`src/rtl/ins_issue_sched.sv`:
```
// Instruction issue scheduler: round-robin arbitration of two instruction streams onto the
// chain, with a credit limit on in-flight slice ops and local execution of FENCE.
module ins_issue_sched #(
  parameter int unsigned INS_W     = 64,
  parameter logic [7:0]  OPC_SLICE = 8'h05,
  parameter logic [7:0]  OPC_FENCE = 8'h0F,
  parameter int unsigned MAX_OUT   = 4,
  parameter int unsigned CNT_W     = 3
) (
  input  logic             sys_clk,
  input  logic             sys_rst_n,
  input  logic [INS_W-1:0] req0_ins,
  input  logic             req0_valid,
  output logic             req0_ready,
  input  logic [INS_W-1:0] req1_ins,
  input  logic             req1_valid,
  output logic             req1_ready,
  output logic [INS_W-1:0] out_ins,
  output logic             out_ins_valid,
  input  logic             slice_done,
  output logic [CNT_W-1:0] outstanding,
  output logic             fence_active,
  output logic             err_underflow
);

  typedef enum logic [0:0] {StRun, StFenceWait} state_e;

  localparam logic [CNT_W-1:0] MaxOut = CNT_W'(MAX_OUT);

  state_e           state_q, state_d;
  logic             last_grant_q, last_grant_d;
  logic [CNT_W-1:0] cnt_q, cnt_d;
  logic             err_q, err_d;
  logic [INS_W-1:0] out_ins_q, out_ins_d;
  logic             out_vld_q, out_vld_d;

  logic             credit_ok;
  logic             elig0, elig1;
  logic             grant0, grant1;
  logic             accept;
  logic [INS_W-1:0] acc_ins;
  logic             acc_slice, acc_fence;

  // A credit-blocked slice op only makes its own requester ineligible, so the other proceeds.
  always_comb begin
    credit_ok = cnt_q < MaxOut;
    elig0     = (state_q == StRun) && req0_valid &&
                ((req0_ins[7:0] != OPC_SLICE) || credit_ok);
    elig1     = (state_q == StRun) && req1_valid &&
                ((req1_ins[7:0] != OPC_SLICE) || credit_ok);
    // last_grant_q == 1 means req1 won last, so req0 has priority on a tie.
    grant0    = elig0 && (!elig1 || last_grant_q);
    grant1    = elig1 && (!elig0 || !last_grant_q);
    accept    = grant0 || grant1;
    acc_ins   = grant0 ? req0_ins : req1_ins;
    acc_slice = accept && (acc_ins[7:0] == OPC_SLICE);
    acc_fence = accept && (acc_ins[7:0] == OPC_FENCE);
  end

  assign req0_ready = grant0;
  assign req1_ready = grant1;

  always_comb begin
    last_grant_d = last_grant_q;
    if (accept) begin
      last_grant_d = grant1;
    end
  end

  always_comb begin
    state_d = state_q;
    unique case (state_q)
      StRun: begin
        if (acc_fence) begin
          state_d = StFenceWait;
        end
      end
      StFenceWait: begin
        if (cnt_q == '0) begin
          state_d = StRun;
        end
      end
      default: state_d = StRun;
    endcase
  end

  // Increment and decrement in the same cycle cancel; a done with nothing in flight is an error.
  always_comb begin
    cnt_d = cnt_q;
    err_d = err_q;
    if (acc_slice && !slice_done) begin
      cnt_d = cnt_q + 1'b1;
    end else if (slice_done && !acc_slice) begin
      if (cnt_q == '0) begin
        err_d = 1'b1;
      end else begin
        cnt_d = cnt_q - 1'b1;
      end
    end
  end

  // Fences are consumed here; idle cycles drive a zero word.
  always_comb begin
    out_ins_d = '0;
    out_vld_d = 1'b0;
    if (accept && !acc_fence) begin
      out_ins_d = acc_ins;
      out_vld_d = 1'b1;
    end
  end

  always_ff @(posedge sys_clk or negedge sys_rst_n) begin
    if (!sys_rst_n) begin
      state_q      <= StRun;
      last_grant_q <= 1'b1;
      cnt_q        <= '0;
      err_q        <= 1'b0;
      out_ins_q    <= '0;
      out_vld_q    <= 1'b0;
    end else begin
      state_q      <= state_d;
      last_grant_q <= last_grant_d;
      cnt_q        <= cnt_d;
      err_q        <= err_d;
      out_ins_q    <= out_ins_d;
      out_vld_q    <= out_vld_d;
    end
  end

  assign out_ins       = out_ins_q;
  assign out_ins_valid = out_vld_q;
  assign outstanding   = cnt_q;
  assign fence_active  = (state_q == StFenceWait);
  assign err_underflow = err_q;

endmodule

```
`config.mk`:
```
export PLATFORM = sky130hd
export DESIGN_NAME = ins_issue_sched
export DESIGN_NICKNAME = d
export VERILOG_FILES = /design/src/rtl/ins_issue_sched.sv
export SDC_FILE = /design/constraint.sdc
export NUM_CORES = 1
export LEC_CHECK = 0
export CORE_ASPECT_RATIO = 0.5
export CORE_MARGIN = 2
export CORE_UTILIZATION = 50
export DETAILED_ROUTE_END_ITERATION = 7
export DONT_BUFFER_PORTS = 1
export PLACE_DENSITY = 0.66
export SKIP_CTS_REPAIR_TIMING = 1
export SLEW_MARGIN = 20
export SYNTH_ARGS = -nofsm -noshare
export SYNTH_HDL_FRONTEND = slang
export SYNTH_SLANG_ARGS = --single-unit
```
`constraint.sdc`:
```
create_clock -name sys_clk -period 2.9 [get_ports sys_clk]
set_input_delay 0.29 -clock sys_clk [delete_from_list [all_inputs] [get_ports sys_clk]]
set_output_delay 0.29 -clock sys_clk [all_outputs]
set_load 0.01 [all_outputs]
```
==> results by stage, run 1 <==
Synthesis:
- The post-synthesis net count is 492.
- Dividing the synthesized area by the synthesized cell count gives 9.91 um2.
- The count of mapped cells out of synthesis is 356.
- The number of different library cells used by synthesis comes to 39.
- The mapped netlist covers 0.00353 mm2.
- The share of the Yosys chip area taken by registers is 0.504.
- The warning count from the yosys run is 0.
- The number of storage elements in the synthesis netlist is 71.

Timing:
- The setup violation total in the final timing report is 0.
- The number of hold-slack violations in the final timing report came to 0.
- After layout, the minimum clock period comes to 2.69 ns.
- The worst-margin pin slew is 0.699 ns.
- The maximum operating frequency is 0.372 GHz.
- Across all hold checks on the routed design, the worst slack comes to 0.113 ns.
- The worst slew margin relative to its limit is 0.534.
- The final-report max-slew violation count is 0.
- For the final database, setup skew stands at 0.00418 ns.
- For the final routed database, the setup TNS stands at 0 ns.
- The final clock period utilization by the worst path is 0.926.
- Setup repair after global routing left no endpoint under its margin.

CTS:
- The clock passes through at most 2 buffers.
- TritonCTS created 9 clock buffers.
- The count of H-tree levels built during CTS is 3.
- The clock latency reported for the late side of the worst-skew pair is 0.32 ns.
- The clock slew seen by the registers of the worst setup and hold paths is 0.06 ns.
- The TritonCTS clock tree is done.
- The sink count of the clock tree is 71.
- Clock tree synthesis selected as its root buffer the cell sky130_fd_sc_hd__clkbuf_16.

Place:
- The number of placed instances, taps included, is 418.
- The final HPWL from detailed placement is 6370 um.
- Buffers placed on the I/O ports in this run total 0.
- At the end of routability-driven placement, the weighted congestion stood at 0.830.
- The placed standard-cell area is 0.00351 mm2.

Worst setup path:
- The kind of end point of the critical path is a flip-flop.
- The critical path buffer and inverter count is 2.
- The largest driver fanout on the critical path is 6.
- For the worst setup path, the data required time is 3.14 ns.
- The setup path with the least slack is of type flip-flop to flip-flop.
- STA classifies the critical path startpoint as a flip-flop.
- The critical path goes through inv_2 -> o31a_2 -> o22ai_2 -> o221a_2 -> ha_1 -> inv_1 -> fa_1 -> or3_1 -> a21oi_1 -> xnor2_1.
- The kind of cell with the highest combined delay on the critical path is compound AO/OA/AOI/OAI gates.
- The cell type of the slowest stage on the worst timing path is sky130_fd_sc_hd__dfrtp_1.
- The delay contributed by the slowest stage of the critical path is 0.45 ns.
- For the worst setup path, the data arrival time is 2.93 ns.

Global route:
- Entering global routing, the biggest net connects 72 pins.
- The number of antenna violations at the first check in global routing came to 0.
- For this run the aggregate overflow at the end of global routing stands at 0.
- The via count of the first global-routing pass is 2,829.
- The first-pass GRT wire length is 15,100 um.
- The all-layer global routing usage is 0.252.

Run:
- The number of max-capacitance violations reported is 0.

Routing:
- The violation count after the first detailed-route iteration is 183.
- The detail-routed via count per cell is 6.67.
- After detailed routing, the average wire length per cell comes to 22.1 um.
- The routed design has 9620 um of wire.
- The first TritonRoute pass finished after 5 iterations.
- Once detail routing completed, the nets flagged for antenna violations numbered 0.
- The total number of vias is 2,901.
- In the routed design, unresolved DRC markers number 0.

Run status:
- The run finished with clean final reports.

Floorplanning:
- The effective utilization at floorplan is 0.522.
- From bottom edge to top edge, the die measures 63.4 um.
- The region available for standard cell placement spans 0.00675 mm2.
- From left edge to right edge, the die measures 123 um.
- In this run the count of I/O pins placed on the die edge is 205.
- The die covers 0.00778 mm2.
- The floorplan has 21 rows.

Pwr:
- The total leakage power is 1.69 nW.
- The share of total power in the clock network is 0.292.
- Of the total power, combinational logic draws 0.265.
- The switching portion of total power is 0.373.
- Cell internal power was estimated by the tool at 2.57 mW.
- In this run the power spent charging and discharging nets is 1.53 mW.
- The maximum VDD drop is 0.455 mV.
- Of the total power, registers draw 0.443.
- The areal power density over the cells is 1050 mW/mm2.

Final layout:
- The finished cells cover 0.00389 mm2.
- The repair_antennas step left the layout with diodes totalling 0.
- Registers take 0.00178 mm2.
- Relative to the synthesized area, the layout overhead comes to 10.4%.
- The fraction of final layout cells sized beyond drive strength 1 is 0.125.
- For this run, the share of the core covered by cells in the final layout is 0.577.
- The count of cells in the finished layout, fillers not included, comes to 435.
- The layout has 536 filler cells.
- The count of nets after finishing is 475.
- In the final layout, the multi-input gates occupy 0.00151 mm2.

Min path:
- The path category of the worst min-delay check is input port to flip-flop.
cells by family (layout without fill, tap and decap cells):
logic type	count (synthesis)	count (layout)	share of synthesized area
XOR/XNOR	1	1	0.00248
multiplexers	1	1	0.00319
AO/OA/AOI/OAI	143	143	0.267
AND/OR/NAND/NOR	88	88	0.133
flip-flops	71	71	0.504
buffers and inverters	49	36	0.0773
adder cells (fa/ha/maj)	3	3	0.0128
final cells by class:
| class | count | area share |
|---|---|---|
| multi-input cells | 236 | 0.388 |
| well taps | 92 | 0.0296 |
| inverters | 6 | 0.00578 |
| repair buffers | 15 | 0.0347 |
| clock inverters | 3 | 0.0167 |
| flip-flops and latches | 71 | 0.457 |
| clock buffers | 12 | 0.0684 |
stage by stage:
step                      power [mW]  setup slack, ns
after floorplan                 2.65          0.00837
after global placement          2.81            0.112
after detailed placement        2.88          -0.0154
after CTS                       4.10           0.0576
after global routing            4.35           0.0120
final                           4.10            0.214
power by group through the flow:
stage | sequential (mW) | combinational [mW] | clock (mW)
after CTS | 1.82 | 1.05 | 1.23
after global routing | 1.86 | 1.22 | 1.27
after floorplan | 1.73 | 0.913 | 0
final | 1.81 | 1.08 | 1.20
after detailed placement | 1.83 | 1.05 | 0
after global placement | 1.82 | 0.988 | 0
worst paths after layout:
path	from	to	slack [ns]	depth (start not counted)
setup reg to reg	outstanding[2]$_DFFE_PN0P_	outstanding[2]$_DFFE_PN0P_	0.21	10
max in group asynchronous	sys_rst_n	last_grant_q$_DFFE_PN1P_	2.05	2
hold / removal	req0_ins[4]	out_ins[4]$_DFF_PN0_	0.11	2
hold reg to reg	last_grant_q$_DFFE_PN1P_	last_grant_q$_DFFE_PN1P_	0.55	2
setup / recovery	outstanding[2]$_DFFE_PN0P_	outstanding[2]$_DFFE_PN0P_	0.21	10
min in group asynchronous	sys_rst_n	out_ins[22]$_DFF_PN0_	0.54	2
worst register-to-register path, cell delays in order, from the launching register on:
cell and delay [ns]:
sky130_fd_sc_hd__dfrtp_1 0.45, sky130_fd_sc_hd__inv_2 0.14, sky130_fd_sc_hd__o31a_2 0.39, sky130_fd_sc_hd__o22ai_2 0.14, sky130_fd_sc_hd__o221a_2 0.21, sky130_fd_sc_hd__ha_1 0.17
sky130_fd_sc_hd__inv_1 0.07, sky130_fd_sc_hd__fa_1 0.38, sky130_fd_sc_hd__or3_1 0.38, sky130_fd_sc_hd__a21oi_1 0.16, sky130_fd_sc_hd__xnor2_1 0.13
routing by layer:
| metal | GRT usage | share of wire | up-vias |
|---|---|---|---|
| met5 | 0 | 0 | - |
| met4 | 0.0675 | 0.011 | 0 |
| met3 | 0.106 | 0.11 | 10 |
| met2 | 0.397 | 0.49 | 167 |
| met1 | 0.318 | 0.38 | 1429 |
| li1 | - | - | 1295 |
synthesized netlist by cell type, drive strengths merged:
master / count / share of area
o211a: 1 / 0.0028
nand3b: 1 / 0.0021
inv: 6 / 0.0064
or4: 2 / 0.0043
clkbuf: 20 / 0.021
xnor2: 1 / 0.0025
o21ai: 64 / 0.091
nor2: 2 / 0.0021
a21boi: 1 / 0.0021
o311a: 1 / 0.0028
o31ai: 2 / 0.0096
nand2: 9 / 0.0096
mux2: 1 / 0.0032
dfstp: 1 / 0.0075
o221ai: 1 / 0.0025
buf: 23 / 0.050
o22ai: 1 / 0.0018
a21o: 1 / 0.0021
nor3: 1 / 0.0014
fa: 1 / 0.0057
dfrtp: 70 / 0.50
nor3b: 1 / 0.0021
nand4bb: 1 / 0.0032
ha: 2 / 0.0071
or4b: 3 / 0.0096
a21oi: 3 / 0.0043
o221a: 1 / 0.0032
nor2b: 1 / 0.0018
o31a: 2 / 0.0050
or3: 1 / 0.0018
nand2b: 1 / 0.0018
a22oi: 64 / 0.14
nand3: 65 / 0.094
o211ai: 1 / 0.0035
sequential cells by signal, indices dropped and copies added, names as in the netlist:
register / cells
outstanding: 3
out_ins: 64
last_grant_q: 1
out_ins_valid: 1
err_underflow: 1
fence_active: 1
cell usage in the layout, fill, tap and decap left out, drive strengths merged, types with 2 or more instances in the layout:
cell | synthesis | layout
nand3 | 65 | 65
or4 | 2 | 2
nand2 | 9 | 9
nor2 | 2 | 2
a22oi | 64 | 64
bufinv | 0 | 2
o31ai | 2 | 2
inv | 6 | 6
dfrtp | 70 | 70
buf | 23 | 14
o31a | 2 | 2
o21ai | 64 | 64
clkbuf | 20 | 12
ha | 2 | 2
a21oi | 3 | 3
or4b | 3 | 3
Power figures use the tool's default switching activity.
==> inputs of run 2 (changes only) <==
- CELL_PAD_IN_SITES_DETAIL_PLACEMENT: unset -> 1
- CELL_PAD_IN_SITES_GLOBAL_PLACEMENT: unset -> 1
- CORE_UTILIZATION: 50 -> 45
- PLACE_DENSITY: 0.66 -> 0.8
==> results by stage, run 2 (synthesis results as in run 1) <==
Worst setup path:
- The worst setup path is captured at a flip-flop.
- The critical path start-end classification is flip-flop to flip-flop.
- The category of the worst setup path launch point is a flip-flop.
- The critical path required time came to 3.16 ns (+0.02 ns).
- The setup slack on the worst flop-to-flop path is 0.07 ns (-0.15 ns).
- The largest driver fanout on the critical path is 5 (-1).
- The arrival time at the worst endpoint was 3.09 ns (+0.16 ns).

Run status:
- The flow ran to the end, and the final reports show no timing, DRC or antenna violations.

Final layout:
- The fraction of final layout cells sized beyond drive strength 1 is 0.125 (-0.000727).
- The number of diodes is 0 (unchanged).
- The final instance area was 0.00390 mm2 (+0.19%).
- The synthesis-to-finish area growth is 10.6%.
- The flip-flop count of the largest register, all copies and words added is 64 (unchanged).
- The count of fill cells added during filler insertion came to 808 (+51%).
- The post-layout instance count excluding filler cells is 453 (+4.1%).
- The count of nets after finishing is 477 (+0.42%).
- In the layout the commonest cells are 70 x sky130_fd_sc_hd__dfrtp_1, 64 x sky130_fd_sc_hd__nand3_1, 64 x sky130_fd_sc_hd__o21ai_0, 64 x sky130_fd_sc_hd__a22oi_1, 14 x sky130_fd_sc_hd__buf_4.
- Leaving out fill and tap cells, the most frequent cell in the layout is sky130_fd_sc_hd__dfrtp_1.

Timing:
- The final-report max-slew violation count came to 0 (unchanged).
- The final critical path time including I/O delays and setup is 2.83 ns (+0.148 ns).
- The worst slew margin relative to its limit was 0.522 (-0.0121).
- The maximum operating frequency came to 0.353 GHz (-5.2%).
- The setup violation total in the final timing report is 0 (unchanged).
- The final clock period utilization by the worst path is 0.977 (+0.0511).
- The final clock skew is 0.00631 ns (+0.00213 ns).
- The worst-margin pin slew is 0.717 ns (+0.0182 ns).
- The number of hold-slack violations in the final timing report is 0 (unchanged).
- The post-route worst hold slack came to 0.106 ns (-0.00736 ns).

Run:
- The number of max-capacitance violations reported came to 0 (unchanged).

Global route:
- The largest net degree at the start of global routing is 72 (unchanged).
- The first-pass GRT wire length came to 16,000 um (+6.0%).
- The all-layer global routing usage was 0.248 (-0.00343).
- The number of antenna violations at the first check in global routing came to 0 (unchanged).
- The remaining global-route overflow came to 0 (unchanged).
- The via count of the first global-routing pass is 2,971 (+5.0%).

Floorplanning:
- The number of top-level design ports is 205 (unchanged).
- The width of the chip is 129 um (+5.2%).
- The effective utilization at floorplan was 0.473 (-0.0495).
- The placeable core area was 0.00746 mm2 (+10%).
- The die outline height is 66.6 um (+5.1%).
- The count of standard-cell rows is 22 (+4.8%).
- The die area came to 0.00861 mm2 (+11%).

Place:
- The number of instances in the placed design is 436 (+4.3%).
- The placed standard-cell area was 0.00356 mm2 (+1.4%).
- The final HPWL from detailed placement is 7210 um (+13%).
- The number of port buffers is 0 (unchanged).
- The placer congestion estimate was 0.843 (+1.5%).

CTS:
- The clock latency reported for the late side of the worst-skew pair came to 0.33 ns (about the same).
- The total CTS buffers came to 9 (unchanged).
- TritonCTS built the clock tree.
- The count of H-tree levels built during CTS was 3 (unchanged).
- The clock tree buffer depth came to 2 (unchanged).
- The root buffer cell is sky130_fd_sc_hd__clkbuf_16.
- The sink count of the clock tree is 71 (unchanged).
- The clock slew seen by the registers of the worst setup and hold paths came to 0.05 ns (about the same).

Pwr:
- The share of total power in the clock network is 0.269 (-0.023).
- The total internal power is 2.48 mW (-3.6%).
- The sequential share of power is 0.448 (+0.005).
- The areal power density over the cells is 1040 mW/mm2 (-1.1%).
- The overall power of the completed layout is 4.06 mW (-0.89%).
- The total leakage power is 1.69 nW (about the same).
- The portion of total power attributed to combinational logic is 0.282 (+0.017).
- The switching portion of total power is 0.390 (+0.0170).
- The maximum VDD drop came to 0.405 mV (-11%).
- The net switching power is 1.58 mW (+3.6%).

Routing:
- The violation count after the first detailed-route iteration is 181 (-1.1%).
- The residual DRC count came to 0 (unchanged).
- The routed wirelength normalized by instance count is 24.0 um (+8.4%).
- The total number of vias is 2,957 (+1.9%).
- The detail-routed via count per cell was 6.53 (-2.1%).
- The first-pass detailed-route iteration total is 4 (-1).
- The number of nets with antenna violations after routing is 0 (unchanged).
- The post-detailed-routing wire length is 10,900 um (+13%).

Min path:
- The worst hold path belongs to the class input port to flip-flop.
-- run 2: through the flow --
step	setup slack (ns)	setup TNS (ns)	utilization
after floorplan	0.00837	0	-
after global placement	0.103	0	0.477
after detailed placement	-0.0366	-0.0366	0.477
after CTS	0.0427	0	0.517
after global routing	-0.0686	-0.0686	0.523
final	0.0655	0	0.523
-- run 2: final timing paths --
kind,start,to,cells past startpoint
max,fence_active$_DFF_PN0_,outstanding[2]$_DFFE_PN0P_,10
max reg2reg,fence_active$_DFF_PN0_,outstanding[2]$_DFFE_PN0P_,10
min,req0_ins[15],out_ins[15]$_DFF_PN0_,2
min in group asynchronous,sys_rst_n,err_underflow$_DFFE_PN0P_,2
min reg2reg,last_grant_q$_DFFE_PN1P_,last_grant_q$_DFFE_PN1P_,2
max in group asynchronous,sys_rst_n,last_grant_q$_DFFE_PN1P_,2
-- run 2: metal layers --
metal / track usage / vias to the layer above / wire length, um
met5: 0 / - / 0
met4: 0.0938 / 0 / 224
met3: 0.0900 / 19 / 919
met2: 0.407 / 142 / 5370
met1: 0.303 / 1495 / 4340
li1: - / 1301 / -
-- run 2: worst max-delay path, stage by stage, from the launching register on --
cell                      delay [ns]
sky130_fd_sc_hd__dfrtp_1        0.47
sky130_fd_sc_hd__nor2b_1        0.29
sky130_fd_sc_hd__o31ai_4        0.13
sky130_fd_sc_hd__o22ai_1        0.24
sky130_fd_sc_hd__o221a_2        0.25
sky130_fd_sc_hd__ha_1           0.19
sky130_fd_sc_hd__inv_1          0.08
sky130_fd_sc_hd__fa_1           0.38
sky130_fd_sc_hd__or3_1          0.39
sky130_fd_sc_hd__a21oi_1        0.18
sky130_fd_sc_hd__xnor2_1        0.14
-- run 2: cell type report --
type	count	area, um2	area share
Clock inverter	4	45.0	0.0115
Clock buffer	11	253	0.0648
Multi-Input combinational cell	236	1510	0.386
Timing Repair Buffer	17	163	0.0417
Sequential cell	71	1780	0.456
Tap cell	108	135	0.0346
Inverter	6	22.5	0.00577
-- run 2: power groups by stage --
stage,logic (mW),registers (mW),clock network [mW]
2_1_floorplan,0.913,1.73,0
4_1_cts,1.11,1.83,1.12
3_3_place_gp,1.02,1.83,0
5_1_grt,1.27,1.87,1.17
3_5_place_dp,1.11,1.84,0
6_report,1.15,1.82,1.09
